## config.mk

```make
export PLATFORM = sky130hd
export DESIGN_NAME = chs_scheduler
export DESIGN_NICKNAME = d
export VERILOG_FILES = /design/src/rtl/chs_scheduler.sv
export SDC_FILE = /design/constraint.sdc
export NUM_CORES = 1
export LEC_CHECK = 0
export ABC_AREA = 1
export ABC_CLOCK_PERIOD_IN_PS = 5400
export CAP_MARGIN = 20
export CORE_MARGIN = 5
export CORE_UTILIZATION = 55
export DETAILED_ROUTE_END_ITERATION = 8
export PLACE_DENSITY = 0.85
export SLEW_MARGIN = 25
export SYNTH_ARGS = -nofsm -noshare
export SYNTH_HDL_FRONTEND = slang
export SYNTH_SLANG_ARGS = --single-unit
```

## constraint.sdc

```tcl
create_clock -name clk -period 5.4 [get_ports clk]
set_input_delay 1.08 -clock clk [delete_from_list [all_inputs] [get_ports clk]]
set_output_delay 1.08 -clock clk [all_outputs]
set_load 0.01 [all_outputs]
```

## src/rtl/chs_scheduler.sv

```systemverilog
// Temperature-loop sequencer producing the CoolHeatSystem configuration byte:
// heat/cool decision, rate-limited power ramp, drain and dead time on reversal.
module chs_scheduler #(
  parameter int DEAD_CYCLES = 16,
  parameter int STEP_CYCLES = 8,
  parameter int HYST        = 2
) (
  input  logic       clk,
  input  logic       arst,
  input  logic       enable,
  input  logic [7:0] temp,
  input  logic [7:0] setpoint,
  output logic [7:0] chs_conf,
  output logic       busy
);

  localparam int DATA_W = 8;
  localparam int PWR_W  = 4;
  localparam int SW     = (STEP_CYCLES > 1) ? $clog2(STEP_CYCLES) : 1;
  localparam int DW     = (DEAD_CYCLES > 1) ? $clog2(DEAD_CYCLES) : 1;

  localparam logic signed [DATA_W:0] HYST_S   = (DATA_W+1)'(HYST);
  localparam logic signed [DATA_W:0] PWR_MAX  = (DATA_W+1)'(15);
  localparam logic [SW-1:0]          STEP_END = SW'(STEP_CYCLES - 1);
  localparam logic [DW-1:0]          DEAD_END = DW'(DEAD_CYCLES - 1);

  typedef enum logic [1:0] {IDLE, RAMP, DRAIN, DEAD} state_t;
  typedef enum logic [1:0] {DEM_NONE, DEM_HEAT, DEM_COOL} demand_t;

  state_t      state, state_nxt;
  logic        mode, mode_nxt;
  logic [PWR_W-1:0] power, power_nxt;
  logic [SW-1:0]    step_cnt, step_cnt_nxt;
  logic [DW-1:0]    dead_cnt, dead_cnt_nxt;
  logic [7:0]       conf_nxt;

  logic signed [DATA_W:0] err;
  demand_t          demand;
  logic             dem_opp, dem_same, dem_mode;
  logic             tick, active_nxt, keep_cnt;
  logic [PWR_W-1:0] target;

  // Magnitude of the error clamped to the 4-bit power range.
  function automatic logic [PWR_W-1:0] sat_power(input logic signed [DATA_W:0] e);
    logic signed [DATA_W:0] mag;
    mag = (e < 0) ? -e : e;
    if (mag > PWR_MAX) return {PWR_W{1'b1}};
    return mag[PWR_W-1:0];
  endfunction

  function automatic logic [PWR_W-1:0] step_toward(input logic [PWR_W-1:0] p,
                                                   input logic [PWR_W-1:0] tgt);
    if (p < tgt) return p + PWR_W'(1);
    if (p > tgt) return p - PWR_W'(1);
    return p;
  endfunction

  // Stage 0: 9-bit signed error and demand classification.
  assign err = $signed({1'b0, temp}) - $signed({1'b0, setpoint});

  always_comb begin
    demand = DEM_NONE;
    if (enable) begin
      if (err > HYST_S)       demand = DEM_COOL;
      else if (err < -HYST_S) demand = DEM_HEAT;
    end
  end

  assign dem_mode = (demand == DEM_COOL);
  assign dem_opp  = (demand == DEM_COOL && !mode) || (demand == DEM_HEAT && mode);
  assign dem_same = (demand == DEM_COOL && mode) || (demand == DEM_HEAT && !mode);

  always_comb begin
    state_nxt = state;
    mode_nxt  = mode;
    case (state)
      IDLE: begin
        if (demand != DEM_NONE) begin
          state_nxt = RAMP;
          mode_nxt  = dem_mode;
        end
      end
      RAMP: begin
        if (dem_opp)                                      state_nxt = DRAIN;
        else if (demand == DEM_NONE && power == '0)       state_nxt = IDLE;
      end
      DRAIN: begin
        if (dem_same)           state_nxt = RAMP;
        else if (power == '0)   state_nxt = dem_opp ? DEAD : IDLE;
      end
      DEAD: begin
        if (!enable) begin
          state_nxt = IDLE;
        end else if (dead_cnt == DEAD_END) begin
          if (demand != DEM_NONE) begin
            state_nxt = RAMP;
            mode_nxt  = dem_mode;
          end else begin
            state_nxt = IDLE;
          end
        end
      end
      default: state_nxt = IDLE;
    endcase
  end

  // Step timing: a tick on a transition edge steps toward the new state's target;
  // DRAIN->RAMP keeps the running count so the ramp cadence is unbroken.
  always_comb begin
    tick       = (state == RAMP || state == DRAIN) && (step_cnt == STEP_END);
    active_nxt = (state_nxt == RAMP) || (state_nxt == DRAIN);
    keep_cnt   = (state == RAMP && state_nxt == RAMP) ||
                 (state == DRAIN && active_nxt);

    step_cnt_nxt = '0;
    if (active_nxt && keep_cnt && !tick) step_cnt_nxt = step_cnt + SW'(1);

    dead_cnt_nxt = '0;
    if (state == DEAD && state_nxt == DEAD) dead_cnt_nxt = dead_cnt + DW'(1);

    target = '0;
    if (state_nxt == RAMP && demand != DEM_NONE) target = sat_power(err);

    power_nxt = '0;
    if (active_nxt) power_nxt = tick ? step_toward(power, target) : power;

    case (state_nxt)
      RAMP, DRAIN: conf_nxt = {1'b1, mode_nxt, 2'b00, power_nxt};
      DEAD:        conf_nxt = {1'b0, mode_nxt, 2'b00, 4'h0};
      default:     conf_nxt = 8'h00;
    endcase
  end

  // Stage 1: state and configuration register.
  always_ff @(posedge clk) begin
    if (arst) begin
      state    <= IDLE;
      mode     <= 1'b0;
      power    <= '0;
      step_cnt <= '0;
      dead_cnt <= '0;
      chs_conf <= 8'h00;
    end else begin
      state    <= state_nxt;
      mode     <= mode_nxt;
      power    <= power_nxt;
      step_cnt <= step_cnt_nxt;
      dead_cnt <= dead_cnt_nxt;
      chs_conf <= conf_nxt;
    end
  end

  assign busy = (state != IDLE);

endmodule

```

==> metrics.cfg, run 1 <==
[worst_setup_path]
worstSetupEndpointType=register
crit_top_cell=nand2_1
cpPeakStageDelay_ns=0.46
r2r_setup_slack_ns=2.03
reg2reg_depth=24
start_kind=primary input
critical_path_class=in -> reg
cp_top_family=simple AND/OR/NAND/NOR gates
crit_start=setpoint[1]
critPathMaxFanout=5
worst_path_max_delay_cell=clkdlybuf4s50_1
critPathCapture=chs_conf[1]$_SDFF_PP0_
rr_startpoint=power[0]$_SDFF_PP0_
rr_endpoint=chs_conf[1]$_SDFF_PP0_
crit_arrival_ns=5.24
worst-endpoint-required_ns=5.64
cp_num_cells=32
path_buf_inv=7

[route]
ant_nets=0
first_pass_iters=4
via_per_inst=4.95
first_iter_violations=101
num_vias=1915
drt_wl_total_um=4000
post-route-drc-count=0
avgRoutedWirePerCell_um=10.3

[clocking]
cts_root_buf=clkbuf_4
cts_buffer_depth=2
cts_buffers=3
clk_pin_slew_worst_paths_ns=0.10
clkLatencyLatePin_ns=0.29
cts_tree=done
h-tree-depth=1
cts.sinks=19

[logic_synthesis]
yosysTopAreaCell=dfxtp_1
yosys_warnings=0
ys.flop_type=dfxtp_1
syn_area_per_cell_sq_um=6.32
synth_cell_types=33
async_reset_ff_share_pct=0
netlist_top_cells_area=dfxtp_1 (19%), ha_1 (18%), inv_1 (13%)
synth_edf_count=0
synth_top_area_share_pct=19.4
synth_common_cells=inv_1 (66), nand2_1 (62), nor2_1 (32), ha_1 (28), nand3_1 (23)
synth_area_sq_um=1960
syn-instance-count=310
ys_seq_area_share_pct=19.4
ys_seq_elements=19
synth_most_common_cell=inv_1

[pwr]
power_leakage_uw=0.00121
ir_drop_uv=240
power_density_nw_per_um2=338

[sta]
finalSetupViolations=0
slew_violations=0
hold_viol_final=0
rsz0062_at_grt=false
fin_setup_tns_ns=0
max_freq_ghz=0.200
min_period_over_period_pct=92.6
clock_skew_ns=0.00251
fin_crit_ns=5.00
whs_ns=0.434

[layout]
multi_input_area_sq_um=1330
synthToLayoutAreaGrowth_pct=19.2
drive_gt1_share_pct=10.9
nNetsFinal=389
fin_util_pct=68.9
seqCellArea_sq_um=380
fill_cells=294
diodes=0

[die]
die_h_um=69.7
die_w_um=69.7
die_area_sq_um=4860
start_util_pct=57.8
core_area_sq_um=3390
rows=21
io_pins=28

[global_route]
grt_max_degree=12
grt_pass1_vias=1809
overflow=0
grt_pass1_wl_um=7220
grt_usage_pct=17.1
antenna_found_initial=0

[place]
portBuffers=25
gp_congestion=0.886
dp_hpwl_um=3320

[flow_run]
cap_viol_max_count=0

[run_status]
status=complete, no violations

[min_path]
min_path_type=reg -> reg

## layout make-up
type | instances | area share [%]
Inverter | 67 | 10.8
Tap cell | 46 | 2.47
Timing Repair Buffer | 30 | 12.3
Clock inverter | 1 | 0.214
Sequential cell | 19 | 16.3
Clock buffer | 3 | 0.965
Multi-Input combinational cell | 221 | 57.0
## report_power, final
group | switching (uW) | internal, uW
Clock | 42.7 | 27.6
Combinational | 324 | 219
Sequential | 14.6 | 160
Total | 381 | 407
## kinds of logic after synthesis
group / after synthesis / share of synthesized area [%]
other: 1 / 0.191
xor gates and xnor gates: 7 / 3.13
DFF: 19 / 19.4
muxes: 1 / 0.511
AOI/OAI and AO/OA: 32 / 9.51
and+or+nand+nor: 151 / 35.2
adders and majority gates: 28 / 17.9
buffers and inverters: 71 / 14.2
## state kept, by name, indices dropped and copies added (netlist names)
register and flops:
dead_cnt 4, step_cnt 3, mode 1, state 2, power 4, chs_conf 5
## metal layers
metal / GRT usage [%] / part of all wire, % / vias to the layer above
met4: 1.28 / 0 / 0
met5: 0 / 0 / -
met2: 30.7 / 47 / 34
met1: 21.4 / 48 / 847
li1: - / - / 1034
met3: 4.20 / 4.4 / 0
## stage by stage
stage / power (uW) / worst slack, ns / cell area [sq um] / std cells
CTS: 767 / 0.333 / 2300 / 386
floorplan: 549 / 0.611 / 1960 / 311
finish: 788 / 0.398 / 2330 / 387
global route: 873 / 0.0195 / 2330 / 387
global placement: 679 / 0.00190 / 2270 / 382
detailed placement: 693 / 0.0153 / 2270 / 382
## placed cells by master, fill, tap and decap left out, drive strengths merged, types with 2 or more instances in the layout
master / synthesis / layout
dfxtp: 19 / 19
xor2: 6 / 6
o21bai: 2 / 2
clkbuf: 1 / 3
o21ai: 12 / 12
nor3: 4 / 4
o211ai: 2 / 2
buf: 3 / 5
nand3: 25 / 25
nor2: 36 / 36
nand4: 8 / 8
nand2: 74 / 74
inv: 67 / 67
a21oi: 12 / 12
conb: 1 / 2
ha: 28 / 28
clkdlybuf4s50: 0 / 25
## worst min path at each step
stage,startpoint,end,slack [ns],cells after the start
finish,step_cnt[0]$_SDFF_PP0_,step_cnt[0]$_SDFF_PP0_,0.43,1
global placement,step_cnt[0]$_SDFF_PP0_,step_cnt[0]$_SDFF_PP0_,0.41,1
CTS,step_cnt[0]$_SDFF_PP0_,step_cnt[0]$_SDFF_PP0_,0.43,1
global route,step_cnt[0]$_SDFF_PP0_,step_cnt[0]$_SDFF_PP0_,0.44,1
detailed placement,step_cnt[0]$_SDFF_PP0_,step_cnt[0]$_SDFF_PP0_,0.42,1
floorplan,step_cnt[0]$_SDFF_PP0_,step_cnt[0]$_SDFF_PP0_,0.40,1
## repair_timing
action	4_1_cts	5_1_grt
hold buffers	0	0
endpoints found under the setup margin	0	7
resized for setup	0	9
endpoints found under the hold margin	0	0
setup buffers	0	1
Note: power is estimated with default switching activity, not from simulation.
==> run 2: changes to the inputs <==
--- a/config.mk
+++ b/config.mk
@@ -8,10 +8,10 @@
 export ABC_AREA = 1
 export ABC_CLOCK_PERIOD_IN_PS = 5400
 export CAP_MARGIN = 20
-export CORE_MARGIN = 5
-export CORE_UTILIZATION = 55
+export CORE_UTILIZATION = 57
+export CTS_BUF_LIST = sky130_fd_sc_hd__clkbuf_8
 export DETAILED_ROUTE_END_ITERATION = 8
-export PLACE_DENSITY = 0.85
+export PLACE_DENSITY = 0.88
 export SLEW_MARGIN = 25
 export SYNTH_ARGS = -nofsm -noshare
 export SYNTH_HDL_FRONTEND = slang
==> run 2 against run 1 <==
  * Clock skew increased by 0.00087 ns
  * First-iteration DRC count grew 8.9%
  * Largest power group unchanged
  * Global-route usage grew 7.7 points
  * Design area up 4.4%
==> metrics.cfg, run 2 (synthesis gave the netlist of run 1 again) <==
[clocking]
cts_root_buf=clkbuf_8
h-tree-depth=1
cts.sinks=19
cts_buffers=3
cts_tree=done
clk_pin_slew_worst_paths_ns=0.07
cts_buffer_depth=2
clkLatencyLatePin_ns=0.25

[global_route]
grt_max_degree=12
grt_pass1_wl_um=6990
antenna_found_initial=0
overflow=0
grt_pass1_vias=1809
grt_usage_pct=24.8

[worst_setup_path]
critical_path_class=in -> reg
critPathMaxFanout=5
cpPeakStageDelay_ns=0.46
worstSetupEndpointType=register
start_kind=primary input
crit_arrival_ns=5.23
crit_top_cell=nand2_1
worst_path_max_delay_cell=clkdlybuf4s50_1
worst-endpoint-required_ns=5.59

[die]
die_area_sq_um=3680
core_area_sq_um=3150
rows=20
die_w_um=60.6
start_util_pct=62.1
io_pins=28
die_h_um=60.6

[route]
first_pass_iters=4
via_per_inst=5.21
ant_nets=0
num_vias=2015
avgRoutedWirePerCell_um=11.6
first_iter_violations=110
drt_wl_total_um=4480
post-route-drc-count=0

[place]
portBuffers=25
dpl_worst_slack_ns=-0.0160
dp_hpwl_um=3390
gp_congestion=0.919

[layout]
final_common_cell=inv_1
largest_register=chs_conf
final_cell_mix=inv_1 (66), nand2_1 (59), nor2_1 (30), clkdlybuf4s50_1 (25)
diodes=0
top_regs=chs_conf (5), dead_cnt (4), power (4)
synthToLayoutAreaGrowth_pct=24.5
largest_reg_flops=5
drive_gt1_share_pct=12.8
nNetsFinal=391

[sta]
min_period_over_period_pct=93.3
clock_skew_ns=0.00339
whs_ns=0.450
slew_violations=0
finalSetupViolations=0
hold_viol_final=0
max_freq_ghz=0.199
fin_crit_ns=5.04
fin_ws_ns=0.364

[run_status]
status=complete, no violations

[flow_run]
cap_viol_max_count=0

[pwr]
power_density_nw_per_um2=343
ir_drop_uv=321
power_leakage_uw=0.00123

[min_path]
min_path_type=reg -> reg

==> run 2: cell count changes in the layout (fill, tap and decap cells not counted), moves of 2 or more <==
cell / before / now
ha_4: 0 / 6
clkbuf_8: 0 / 3
buf_4: 5 / 7
ha_1: 27 / 22
clkbuf_4: 3 / 0
==> run 2: worst paths after layout <==
check                                            start                     end  slack, ns  cells past startpoint
worst max-delay path                       setpoint[2]  chs_conf[1]$_SDFF_PP0_       0.36                     34
worst min-delay path            step_cnt[0]$_SDFF_PP0_  step_cnt[0]$_SDFF_PP0_       0.45                      1
worst max register to register     power[0]$_SDFF_PP0_  chs_conf[1]$_SDFF_PP0_       2.01                     25
worst min register to register  step_cnt[0]$_SDFF_PP0_  step_cnt[0]$_SDFF_PP0_       0.45                      1
==> run 2: area by class of cell <==
type / instances / area [sq um]
flip-flops and latches: 19 / 380
repair buffers: 32 / 303
well taps: 44 / 55.1
fillers: 254 / 714
inverters: 67 / 251
multi-input cells: 221 / 1400
clock inverters: 1 / 5.00
clock buffers: 3 / 41.3
==> run 2: through the flow <==
stage / instance area [sq um] / std cells / setup TNS [ns] / utilization (%) / total power, uW
6_report: 2440 / 387 / 0 / 77.3 / 836
5_1_grt: 2440 / 387 / -0.000826 / 77.3 / 916
4_1_cts: 2330 / 386 / 0 / 74.0 / 810
3_5_place_dp: 2290 / 382 / -0.0309 / 72.5 / 705
3_3_place_gp: 2290 / 382 / 0 / 72.5 / 694
2_1_floorplan: 1960 / 311 / 0 / - / 549
==> run 2: critical path, delay by kind of cell <==
kind	cells	cell delay, ns
simple gates	19	1.82
compound gates	4	0.59
buf+inv	8	1.01
fa+ha+maj	3	0.72
==> run 2: repair_timing <==
action	4_1_cts	5_1_grt
gates resized for setup	0	13
setup buffers	0	1
hold buffers	0	0
setup endpoints to repair	0	7
==> run 2: routing by layer <==
layer	wire length [um]	vias up	track usage, %
met2	2380	56	48.7
met3	178	12	1.92
li1	-	1034	-
met1	1820	913	27.4
met5	0	-	0
met4	95	0	9.09
==> run 2: power by group <==
| group | internal (uW) | switching (uW) |
|---|---|---|
| clock | 51.1 | 42.7 |
| combinational | 235 | 330 |
| sequential | 160 | 16.3 |
==> run 3: changes to the inputs <==
--- a/config.mk
+++ b/config.mk
@@ -16,3 +16,4 @@
 export SYNTH_ARGS = -nofsm -noshare
 export SYNTH_HDL_FRONTEND = slang
 export SYNTH_SLANG_ARGS = --single-unit
+export TNS_END_PERCENT = 30
==> results of run 3 <==
Final layout, timing and power as in run 2 (identical DEF).
